==> config.mk <==
export PLATFORM = sky130hd
export DESIGN_NAME = two_one_arb
export DESIGN_NICKNAME = d
export VERILOG_FILES = /design/src/rtl/two_one_arb.sv
export SDC_FILE = /design/constraint.sdc
export NUM_CORES = 1
export LEC_CHECK = 0
export BUFFER_PORTS_ARGS = -buffer_cell sky130_fd_sc_hd__buf_2
export CORE_AREA = 2 2 39 41
export CTS_BUF_LIST = sky130_fd_sc_hd__clkbuf_16
export DETAILED_ROUTE_END_ITERATION = 16
export DIE_AREA = 0 0 41 43
export PLACE_DENSITY = 0.71
export SETUP_SLACK_MARGIN = 0.5
export SKIP_LAST_GASP = 1
export SYNTH_ARGS = -nofsm -noshare
export SYNTH_HDL_FRONTEND = slang
export SYNTH_SLANG_ARGS = --single-unit
==> constraint.sdc <==
create_clock -name clk -period 1.9 [get_ports clk]
set_input_delay 0.57 -clock clk [delete_from_list [all_inputs] [get_ports clk]]
set_output_delay 0.57 -clock clk [all_outputs]
set_load 0.05 [all_outputs]
==> src/rtl/two_one_arb.sv <==
// two_one_arb: two-requester round-robin arbiter driving a shared WIDTH-bit mux.
// Grants, mux select and valid are registered; y is the gated mux output.
// Optional feature: define TWO_ONE_ARB_TIMEOUT_EN to bound each ownership to
// MAX_HOLD consecutive cycles whenever the other requester is waiting.
module two_one_arb #(
  parameter int WIDTH    = 8,
  parameter int MAX_HOLD = 8
) (
  input  logic             clk,
  input  logic             rst,
  input  logic             req0,
  input  logic             req1,
  input  logic [WIDTH-1:0] i0,
  input  logic [WIDTH-1:0] i1,
  output logic             gnt0,
  output logic             gnt1,
  output logic             s0,
  output logic [WIDTH-1:0] y,
  output logic             valid
);

  // MAX_HOLD must fit the 8-bit hold counter and leave room for a handoff.
  if (MAX_HOLD < 2 || MAX_HOLD > 255) begin : g_bad_max_hold
    $error("two_one_arb: MAX_HOLD must be in 2..255");
  end

  typedef enum logic [1:0] {
    IDLE = 2'd0,
    OWN0 = 2'd1,
    OWN1 = 2'd2
  } state_t;

  state_t state_q, state_d;
  logic   ptr_q, ptr_d;    // 0: requester 0 wins a tie, 1: requester 1 wins
  logic   s0_q, s0_d;
  logic   gnt0_q, gnt1_q;

`ifdef TWO_ONE_ARB_TIMEOUT_EN
  localparam logic [7:0] HOLD_MAX   = 8'(MAX_HOLD);
  // hold_q counts completed cycles, so MAX_HOLD-1 marks the last owned cycle.
  localparam logic [7:0] HOLD_LIMIT = 8'(MAX_HOLD - 1);
  logic [7:0] hold_q, hold_d;
  logic       expired;
  assign expired = (hold_q >= HOLD_LIMIT);
`endif

  // Next-state, pointer and select update; side effects happen on grant entry.
  always_comb begin
    state_d = state_q;
    ptr_d   = ptr_q;
    s0_d    = s0_q;
    case (state_q)
      IDLE: begin
        if (req0 && req1)  state_d = ptr_q ? OWN1 : OWN0;
        else if (req0)     state_d = OWN0;
        else if (req1)     state_d = OWN1;
      end
      OWN0: begin
        if (!req0)         state_d = req1 ? OWN1 : IDLE;
`ifdef TWO_ONE_ARB_TIMEOUT_EN
        else if (req1 && expired) state_d = OWN1;
`endif
      end
      OWN1: begin
        if (!req1)         state_d = req0 ? OWN0 : IDLE;
`ifdef TWO_ONE_ARB_TIMEOUT_EN
        else if (req0 && expired) state_d = OWN0;
`endif
      end
      default:             state_d = IDLE;
    endcase
    // Whoever just got the mux gives tie priority to the other side.
    if (state_d == OWN0 && state_q != OWN0) begin
      ptr_d = 1'b1;
      s0_d  = 1'b0;
    end
    if (state_d == OWN1 && state_q != OWN1) begin
      ptr_d = 1'b0;
      s0_d  = 1'b1;
    end
  end

`ifdef TWO_ONE_ARB_TIMEOUT_EN
  // Hold counter: restarts on every ownership change or IDLE, saturates at MAX_HOLD.
  always_comb begin
    hold_d = hold_q;
    if (state_d == IDLE || state_d != state_q) hold_d = 8'd0;
    else if (hold_q != HOLD_MAX)               hold_d = hold_q + 8'd1;
  end
`endif

  // State, pointer, select and grant registers with synchronous reset.
  always_ff @(posedge clk) begin
    if (rst) begin
      state_q <= IDLE;
      ptr_q   <= 1'b0;
      s0_q    <= 1'b0;
      gnt0_q  <= 1'b0;
      gnt1_q  <= 1'b0;
`ifdef TWO_ONE_ARB_TIMEOUT_EN
      hold_q  <= 8'd0;
`endif
    end else begin
      state_q <= state_d;
      ptr_q   <= ptr_d;
      s0_q    <= s0_d;
      gnt0_q  <= (state_d == OWN0);
      gnt1_q  <= (state_d == OWN1);
`ifdef TWO_ONE_ARB_TIMEOUT_EN
      hold_q  <= hold_d;
`endif
    end
  end

  assign gnt0  = gnt0_q;
  assign gnt1  = gnt1_q;
  assign s0    = s0_q;
  assign valid = gnt0_q | gnt1_q;

  // Data path: selected input while someone owns the mux, zeros otherwise.
  always_comb begin
    y = '0;
    if (valid) y = s0_q ? i1 : i0;
  end

endmodule

# Yosys cells after proc, flatten, opt, wreduce, memory -nomap -nowiden
# Cells that the tools add are included.
[op_classes]
add_sub_neg = 0
mul = 0
div_mod_pow = 0
order_cmp = 0
eq_ne = 6
n_shift = 0
muxes = 13
bitwise_logic = 1
n_reduce_logical = 6
[ops]
columns = ["operator", "n"]
rows = [
  ["$mux W8", 2],
  ["$mux W2", 7],
  ["$pmux W2 S3", 1],
  ["$eq A2 B1 Y1 const B", 2],
  ["$eq A2 B2 Y1 const B", 2],
  ["$logic_and A1 B1 Y1", 3],
  ["$mux W1", 3],
  ["$logic_not A2 Y1", 1],
  ["$ne A2 B1 Y1 const B", 1],
  ["$ne A2 B2 Y1 const B", 1],
  ["$reduce_bool A2 Y1", 1],
  ["$reduce_or A2 Y1", 1],
  ["$or A1 B1 Y1", 1],
]
[word_totals]
ff_bits = 6
latchBits = 0
ramBits = 0
mem_bits_ro = 0
inputBits = 20
out_inout_bits = 12
wordCells = 31
n_memories = 0

# Logic depth before layout (Yosys ltp)
# Gate-level depths: netlist (run 1).
[depth]
word_depth = 8
depth_mapped = 3
mapped_depth_nobuf = 3

# Worst setup path before layout (run 1)
# Ideal clock, no wire load.
[synth_path]
kind = "register to output"
startpoint = "register s0_q (netlist: s0)"
endpoint = "output port y[0]"
arrival_time_ps = 1683
required_time_ps = 1330
setup_slack_ps = -353
stages_incl_launch_ff = 4
n_path_buf = 1
path_cell_list = "dfxtp_1 buf_2 mux2i_1 nor2_1"
[synth_via]
elab_chain_len = 2
[synth_lines]
columns = ["element", "line_no", "source"]
rows = [
  ["start, declared", "35", "logic s0_q, s0_d;"],
  ["start signal, assigned", "97", "s0_q <= 1'b0;"],
  ["start signal, assigned", "106", "s0_q <= s0_d;"],
  ["$mux W8 (2 in a row)", "123", "if (valid) y = s0_q ? i1 : i0;"],
  ["end, declared", "18", "output logic [WIDTH-1:0] y,"],
]
# Every way passes these cells.

# Worst setup path after layout (run 1)
[layout_path]
startpoint = "register s0_q (netlist: s0)"
endpoint = "output port y[1]"
# Same word-level chain as after synthesis.

==> metrics, run 1 <==
Fillers 94; worst-margin pin slew 0.255 ns; met2 usage 33.1%; Worst-Skew Late Latency approximately 0.23 ns; placed cell count a little under 90; Synth area leaders dfxtp_1 34%, mux2i_1 23%, nor2_1 11%; DP HPWL about 750 um; Critical Path Start Type flop; Port Buf Inserts 31; final hold vios 0; TritonRoute pass-1 iters 4; worst path bufs/invs 2; GRT Resource Usage Total 17.6%; CP delay by family, top flip-flops; Syn Nets between 60 and 70; HP Start rst; Die Area around 1800 um2; sequential power share 18.6%; TNS Setup 0 ns; final setup fails 0; Leak 0.000389 uW; ANT cells 0; max cap viols 0; Yosys Warn Count 0; # clock sinks 6; grt met1 use 13.3%; Rows 14; VDD IR max 0.000556 V; CP Class flop to output pin; Max FO, Critical Path 4; Setup crit start s0; antenna-violating nets left 0; CTS tree yes; CP max stage delay between 0.3 and 0.4 ns; worst r2r src s0; Num CTS Buffers 3; routed length per instance roughly 14 um; sw frac 31.3%; Syn Inst Count 41; most common cell after layout, fill and taps aside buf_2; worst-case clock buffer depth 2; Syn Std Cell Area between 300 and 400 um2; initial DRC count 8; Worst Setup End Kind output pin; Final #Nets 102; Pwr Density 844 nW/um2; worst path cell trace buf_8 -> mux2i_4 -> nor2_4 -> buf_6; DRC Markers 0; via count 489; drt total wl 1.38 mm; IO Count 32; H-tree depth 1; status complete, no violations; max-slew violations 0; post-route clock period utilization between 90% and 100%; Int Power 550 uW; Die Y 43 um; sequential fraction of the synthesis area 33.8%; global route hottest layer met2; WHS 0.567 ns; chip width 41 um; Distinct cells, synth 16; initial antenna violation count 0; CP arrival 1.19 ns; vias in the first global route about 500; hold crit path type primary input to flop; Critical Path RT roughly 1.3 ns; clock power share a little over two fifths; met3 usage between 5 and 6%; P&R area growth vs syn 167%; skew final about 0.00057 ns; grt ovf 0; clk root buf clkbuf_16; CTS clock-pin slew for the worst setup and hold paths ~0.030 ns; relative slew slack about 83%; RSZ-0062 raised after global routing yes; initial core utilization 25.7%; Max Clock Freq 0.567 GHz; Mapped Avg Cell Area 8.67 um2; Cell Count, Final, Fillers Out slightly below 100; #FFs+latches synth 6; DR vias/cell between 5 and 6; total core area 1380 um2; Crit-path slowest cell dfxtp_4; area leader, netlist dfxtp_1; commonest cells after routing, fill and taps aside 20 x buf_2, 9 x nor2_4, 8 x mux2i_4; min Tclk post-route 1.76 ns; share of cells above drive strength 1 around 80%; share of the synthesized area in the top cell type 33.8%; first-pass GRT wire length ~2 mm; Sw Pwr 251 uW; Comb power frac roughly two fifths; largest net degree at the start of global routing 10; placer congestion estimate 0.713
## layer usage
metal	wire [um]	vias up
met5	0	-
met4	31	0
met3	173	4
met2	754	33
met1	421	224
li1	-	228
## final cells by class
cell class	instances	area [um2]	area share, %
inverters	1	7.51	0.792
clock buffers	3	75.1	7.92
clock inverters	1	3.75	0.396
flip-flops and latches	6	131	13.9
repair buffers	37	317	33.4
well taps	16	20.0	2.11
multi-input cells	33	394	41.6
## sequential cells by signal, summed over array words and instances, names as in the netlist
register / cells
state_q: 2
gnt0: 1
gnt1: 1
ptr_q: 1
s0: 1
## path summary, 6_finish.rpt
| path | cells after the start | end | slack [ns] |
|---|---|---|---|
| worst max-delay path | 4 | y[1] | 0.14 |
| worst min register to register | 1 | ptr_q | 0.58 |
| worst max register to register | 5 | s0 | 0.85 |
| worst min-delay path | 2 | s0 | 0.57 |
## stage by stage
stage	power (uW)	util, %	area [um2]	setup WS (ns)
5_1_grt	831	68.5	948	0.113
3_5_place_dp	355	44.8	619	0.174
2_1_floorplan	305	-	448	0.0929
3_3_place_gp	352	44.8	619	0.193
4_1_cts	801	67.7	937	0.145
6_report	800	68.5	948	0.136
## worst register-to-register path: stages, from the launching register on
cell      delay, ns
dfxtp_4        0.38
buf_8          0.14
buf_4          0.11
buf_6          0.10
a21oi_1        0.04
a211oi_1       0.20
## timing repair
item	in CTS	in global routing
endpoints found under the setup margin	12	10
cloned	0	0
resized for setup	41	3
buffers inserted	5	0
hold buffers	0	0
pin swaps	2	1
## power by group through the flow
stage	Combinational [uW]	Sequential [uW]	Clock (uW)
finish	306	149	346
CTS	298	148	354
floorplan	143	162	0
global route	320	150	361
global placement	199	154	0
detailed placement	201	154	0
## Yosys cell counts
cell and instances:
o22ai_1 2, mux2i_1 8, dfxtp_1 6, buf_2 1, nor2b_2 1, a311oi_1 1, and3b_1 2, nor2b_1 1
and3b_2 2, nor2_1 10, inv_1 1, a211oi_1 1, a21oi_1 2, o21ai_0 1, nand3b_1 1, o21ai_1 1
## cell families (layout without fill, tap and decap cells)
group / count (synthesis) / after routing / synth area share (%)
mux: 8 / 8 / 22.5
buf+inv: 2 / 42 / 2.46
simple gates: 17 / 17 / 27.5
flops: 6 / 6 / 33.8
compound gates: 8 / 8 / 13.7
No activity file was read; power rests on OpenSTA's default activity.
==> run 2, diff against run 1 <==
Settings changed: GPL_TIMING_DRIVEN from default to 0, MAX_ROUTING_LAYER from default to met4.
==> run 2 against run 1 <==
Global-route usage rose by 0.060 points. Core utilization shrank 0.99 points. Sequential share of layout area up 0.20 points. First-iteration DRC count down 50%. Setup slack lost 0.0096 ns. Register-to-register slack better by 0.10 ns. Worst hold slack worse by 0.027 ns. Wire length fell by 4.7%.
==> metrics, run 2 (synthesis gave the netlist of run 1 again) <==
status complete, no violations; CTS Hold Bufs 0 (unchanged); max cap viols 0 (unchanged); worst path cell trace buf_12 -> mux2i_4 -> nor2_4 -> buf_6; routed length per instance 13.7 um (-3.7%); relative slew slack 83.6% (+0.52 points); HP Start ptr_q; GRT Resource Usage Total 17.7% (+0.060 points); Worst Setup End Kind output pin; commonest cells after routing, fill and taps aside 20 x buf_2, 9 x nor2_4, 8 x mux2i_4, 8 x buf_6, 4 x buf_4; DRC Markers 0 (unchanged); Hold EP ptr_q; chip width 41 um (unchanged); most common cell after layout, fill and taps aside buf_2; skew final 0.00251 ns (+0.00194 ns); antenna-violating nets left 0 (unchanged); DR vias/cell 4.88 (-3.3%); CP max stage delay 0.37 ns (about the same); max-slew violations 0 (unchanged); total core area 1380 um2 (unchanged); via count 468 (-4.3%); largest net degree at the start of global routing 8 (-2); Max FO, Critical Path 5 (+1); min Tclk post-route 1.77 ns (+0.00956 ns); CTS clock-pin slew for the worst setup and hold paths 0.03 ns (about the same); Largest Register state_q; Leak 0.000383 uW (-1.5%); initial antenna violation count 0 (unchanged); TritonRoute pass-1 iters 2 (-2); clk root buf clkbuf_16; worst hold path depth 1 (-1); drt total wl 1.32 mm (-4.7%); Port Buf Inserts 31 (unchanged); Rows 14 (unchanged); Num CTS Buffers 3 (unchanged); vias in the first global route 476 (-5.0%); DP HPWL 786 um (+4.3%); worst-case clock buffer depth 2 (unchanged); Critical Path Start Type flop; P&R area growth vs syn 163%; CTS tree yes; Worst R2R End s0; reg2reg setup slack 0.95 ns (+0.10 ns); share of cells above drive strength 1 78.8% (-0.26 points); Worst-Skew Late Latency 0.23 ns (about the same); final setup fails 0 (unchanged); worst-margin pin slew 0.247 ns (-0.00784 ns); hold crit path type flop to flop; Crit-path slowest cell dfxtp_4; worst r2r src state_q[0]; Critical Path RT 1.33 ns (about the same); Die Y 43 um (unchanged); grt ovf 0 (unchanged); IO Count 32 (unchanged); CP arrival 1.20 ns (about the same); WHS 0.540 ns (-0.0268 ns); VDD IR max 0.000519 V (-6.7%); worst r2r path cells 3 (-2); Fillers 104 (+11%); Max Clock Freq 0.564 GHz (-0.54%); max reg flops 2 (unchanged); ANT cells 0 (unchanged); H-tree depth 1 (unchanged); initial core utilization 25.7% (unchanged); Die Area 1760 um2 (unchanged); Pwr Density 850 nW/um2 (+0.79%); CP Class flop to output pin; # clock sinks 6 (unchanged); Setup crit start s0; initial DRC count 4 (-4); Final #Nets 101 (-0.98%); post-route clock period utilization 93.4% (+0.50 points); RSZ-0062 raised after global routing yes; TNS Setup 0 ns (unchanged); first-pass GRT wire length 1.99 mm (+0.35%); placer congestion estimate 0.713 (unchanged); final hold vios 0 (unchanged)
[run 2: cell types whose count changed in the layout (fill, tap and decap cells not counted), sizes merged]
cell  delta
buf      -1
[run 2: how the worst max path moves through the flow]
| stage | endpoint | cells after the start |
|---|---|---|
| final | y[6] | 4 |
| after global routing | y[6] | 4 |
| after CTS | y[3] | 4 |
| after detailed placement | y[3] | 4 |
| after global placement | valid | 3 |
| after floorplan | valid | 2 |
[run 2: critical path, delay by kind of cell, from the launching register on]
kind / cells / cell delay (ns)
AND/OR/NAND/NOR: 1 / 0.05
multiplexers: 1 / 0.26
buffers and inverters: 2 / 0.30
flip-flops: 1 / 0.37
[run 2: power by group]
part	internal (uW)	total, uW	leakage [uW]	switching (uW)
clock network	272	341	0.0000423	68.3
registers	136	148	0.0000516	12.7
logic	140	306	0.000290	165
[run 2: area by class of cell]
cell class | instances | area, um2 | share of cell area, %
inverter | 1 | 7.51 | 0.803
sequential | 6 | 131 | 14.1
clock buffer | 3 | 75.1 | 8.03
tap | 16 | 20.0 | 2.14
timing repair buffer | 35 | 283 | 30.3
clock inverter | 1 | 3.75 | 0.402
multi-input combinational | 33 | 394 | 42.2
buffer | 1 | 20.0 | 2.14
[run 2: per-stage QoR]
step	power, uW	utilization [%]	cell area (um2)	instances	setup slack (ns)
after global placement	353	45.0	623	88	0.176
final	795	67.5	935	96	0.126
after CTS	796	66.8	925	96	0.120
after global routing	829	67.5	935	96	0.0835
after floorplan	305	-	448	41	0.0929
after detailed placement	357	45.0	623	88	0.140
[run 2: metal layers]
metal	up-vias	routed length [um]	global-route usage (%)	share of wire [%]
met5	-	0	-	0
met4	0	0	6.00	0
met3	0	180	6.81	14
met2	31	661	29.1	50
met1	210	472	18.3	36
li1	227	-	-	-
[run 2: timing repair]
action | 4_1_cts | 5_1_grt
endpoints found under the setup margin | 11 | 10
setup buffers | 3 | 0
pin swaps | 2 | 1
resized for setup | 36 | 4
cloned | 1 | 0
==> run 3, diff against run 2 <==
Settings changed: CELL_PAD_IN_SITES_DETAIL_PLACEMENT from default to 1, CELL_PAD_IN_SITES_GLOBAL_PLACEMENT from default to 1, CORE_AREA 2 2 39 41 to default, CORE_MARGIN from default to 2, CORE_UTILIZATION from default to 24, DIE_AREA 0 0 41 43 to default, PLACE_DENSITY 0.71 to 0.88, RECOVER_POWER from default to 100.
==> run 3 against run 2 <==
Clock skew is 0.00077 ns higher. Sequential power barely moved. Largest power group unchanged. Clock power increased by 2%.
==> metrics, run 3 (synthesis gave the netlist of run 1 again) <==
grt ovf 0 (unchanged); Fillers 145 (+39%); IO Count 32 (unchanged); commonest cells after routing, fill and taps aside 18 x buf_2, 8 x nor2_4, 7 x mux2i_4, 7 x buf_4, 5 x buf_6; CTS Hold Bufs 0 (unchanged); Die Y 42.5 um (-1.2%); max-slew violations 0 (unchanged); antenna-violating nets left 0 (unchanged); Final #Nets 102 (+0.99%); via count 494 (+5.6%); ANT cells 0 (unchanged); met1 WL 788 um (+67%); placer congestion estimate 0.687 (-3.7%); initial antenna violation count 0 (unchanged); Critical Path Start Type flop; WL met3 174 um (-3.3%); CP arrival 1.25 ns (+0.05 ns); TritonRoute pass-1 iters 3 (+1); CTS clock-pin slew for the worst setup and hold paths 0.04 ns (about the same); GRT Resource Usage Total 25.1% (+7.4 points); max cap viols 0 (unchanged); Max FO, Critical Path 5 (unchanged); CP Class flop to output pin; # clock sinks 6 (unchanged); vias in the first global route 575 (+21%); relative slew slack 57.7% (-26 points); RSZ-0062 raised after global routing yes; worst-margin pin slew 0.637 ns (+0.390 ns); max reg flops 2 (unchanged); DR vias/cell 5.15 (+5.6%); hold crit path type flop to flop; initial DRC count 16 (+12); most common cell after layout, fill and taps aside buf_2; reg2reg setup slack 0.83 ns (-0.12 ns); Num CTS Buffers 3 (unchanged); Rows 13 (-1); CTS tree yes; Port Buf Inserts 31 (unchanged); min Tclk post-route 1.82 ns (+0.0453 ns); Largest Register state_q; Worst Setup End Kind output pin; P&R area growth vs syn 152%; final setup fails 0 (unchanged); DRC Markers 0 (unchanged); routed length per instance 20.9 um (+53%); met2 routed WL 1.03 mm (+55%); Worst-Skew Late Latency 0.23 ns (about the same); VDD IR max 0.000617 V (+19%); largest net degree at the start of global routing 8 (unchanged); Critical Path RT 1.33 ns (about the same); first-pass GRT wire length 3.13 mm (+57%); Max Clock Freq 0.550 GHz (-2.5%); Leak 0.000366 uW (-4.6%); pre-CTS setup slack 0.137 ns (-0.00333 ns); worst-case clock buffer depth 2 (unchanged); DP HPWL 938 um (+19%); final hold vios 0 (unchanged); clk root buf clkbuf_16; share of cells above drive strength 1 72.8% (-5.9 points); Setup WS post-layout 0.0808 ns (-0.0453 ns); post-route clock period utilization 95.7% (+2.4 points); chip width 42.5 um (+3.6%); status complete, no violations; TNS Setup 0 ns (unchanged); Pwr Density 893 nW/um2 (+5.0%); highest routed layer met4; Die Area 1800 um2 (+2.4%); initial core utilization 26.3% (+0.64 points); skew final 0.00329 ns (+0.000775 ns); H-tree depth 1 (unchanged); drt total wl 2.01 mm (+53%); total core area 1350 um2 (-2.4%)
-- run 3: changes by cell type in the layout (fill, tap and decap cells not counted), moves of 2 or more --
cell / delta
buf_2: -2
buf_4: +3
buf_6: -3
clkbuf_1: +4
-- run 3: power by group --
part / switching, uW / internal (uW) / leakage, uW
combinational: 173 / 130 / 0.000272
sequential: 14.0 / 136 / 0.0000516
clock: 74.2 / 273 / 0.0000423
-- run 3: final timing paths --
kind         cells after the start  endpoint   from
min                              1     ptr_q  ptr_q
max reg2reg                      5        s0     s0
max                              4      y[3]     s0
min reg2reg                      1     ptr_q  ptr_q
-- run 3: metal layers --
| metal | vias to the layer above | GRT usage (%) |
|---|---|---|
| li1 | 230 | - |
| met1 | 230 | 27.6 |
| met2 | 32 | 42.8 |
| met3 | 2 | 8.19 |
| met4 | 0 | 7.50 |
| met5 | - | - |
-- run 3: worst max-delay path, stage by stage (launching register included) --
cell and delay (ns):
dfxtp_4 0.38, buf_12 0.15, mux2i_2 0.28, nor2_4 0.05, buf_6 0.15
-- run 3: what timing repair did --
item / in CTS / in global routing
pin swaps: 1 / 1
gates cloned: 1 / 0
gates resized for setup: 35 / 4
endpoints found under the setup margin: 11 / 11
setup buffers: 4 / 0
hold endpoints to repair: 0 / 0
-- run 3: layout make-up --
type	instances	area (um2)	share of cell area [%]
buffer	1	20.0	2.23
sequential	6	131	14.7
timing repair buffer	36	262	29.2
tap	15	18.8	2.09
clock inverter	1	3.75	0.419
clock buffer	3	75.1	8.38
multi-input combinational	33	378	42.2
inverter	1	7.51	0.838
-- run 3: through the flow --
stage               cells  util [%]  hold WS, ns  power [uW]  instance area, um2
floorplan              41         -        0.488         305                 448
finish                 96      66.4        0.562         800                 896
CTS                    96      68.8        0.559         803                 928
detailed placement     87      46.1        0.555         360                 622
global placement       87      46.1        0.535         354                 622
global route           96      66.4        0.575         830                 896
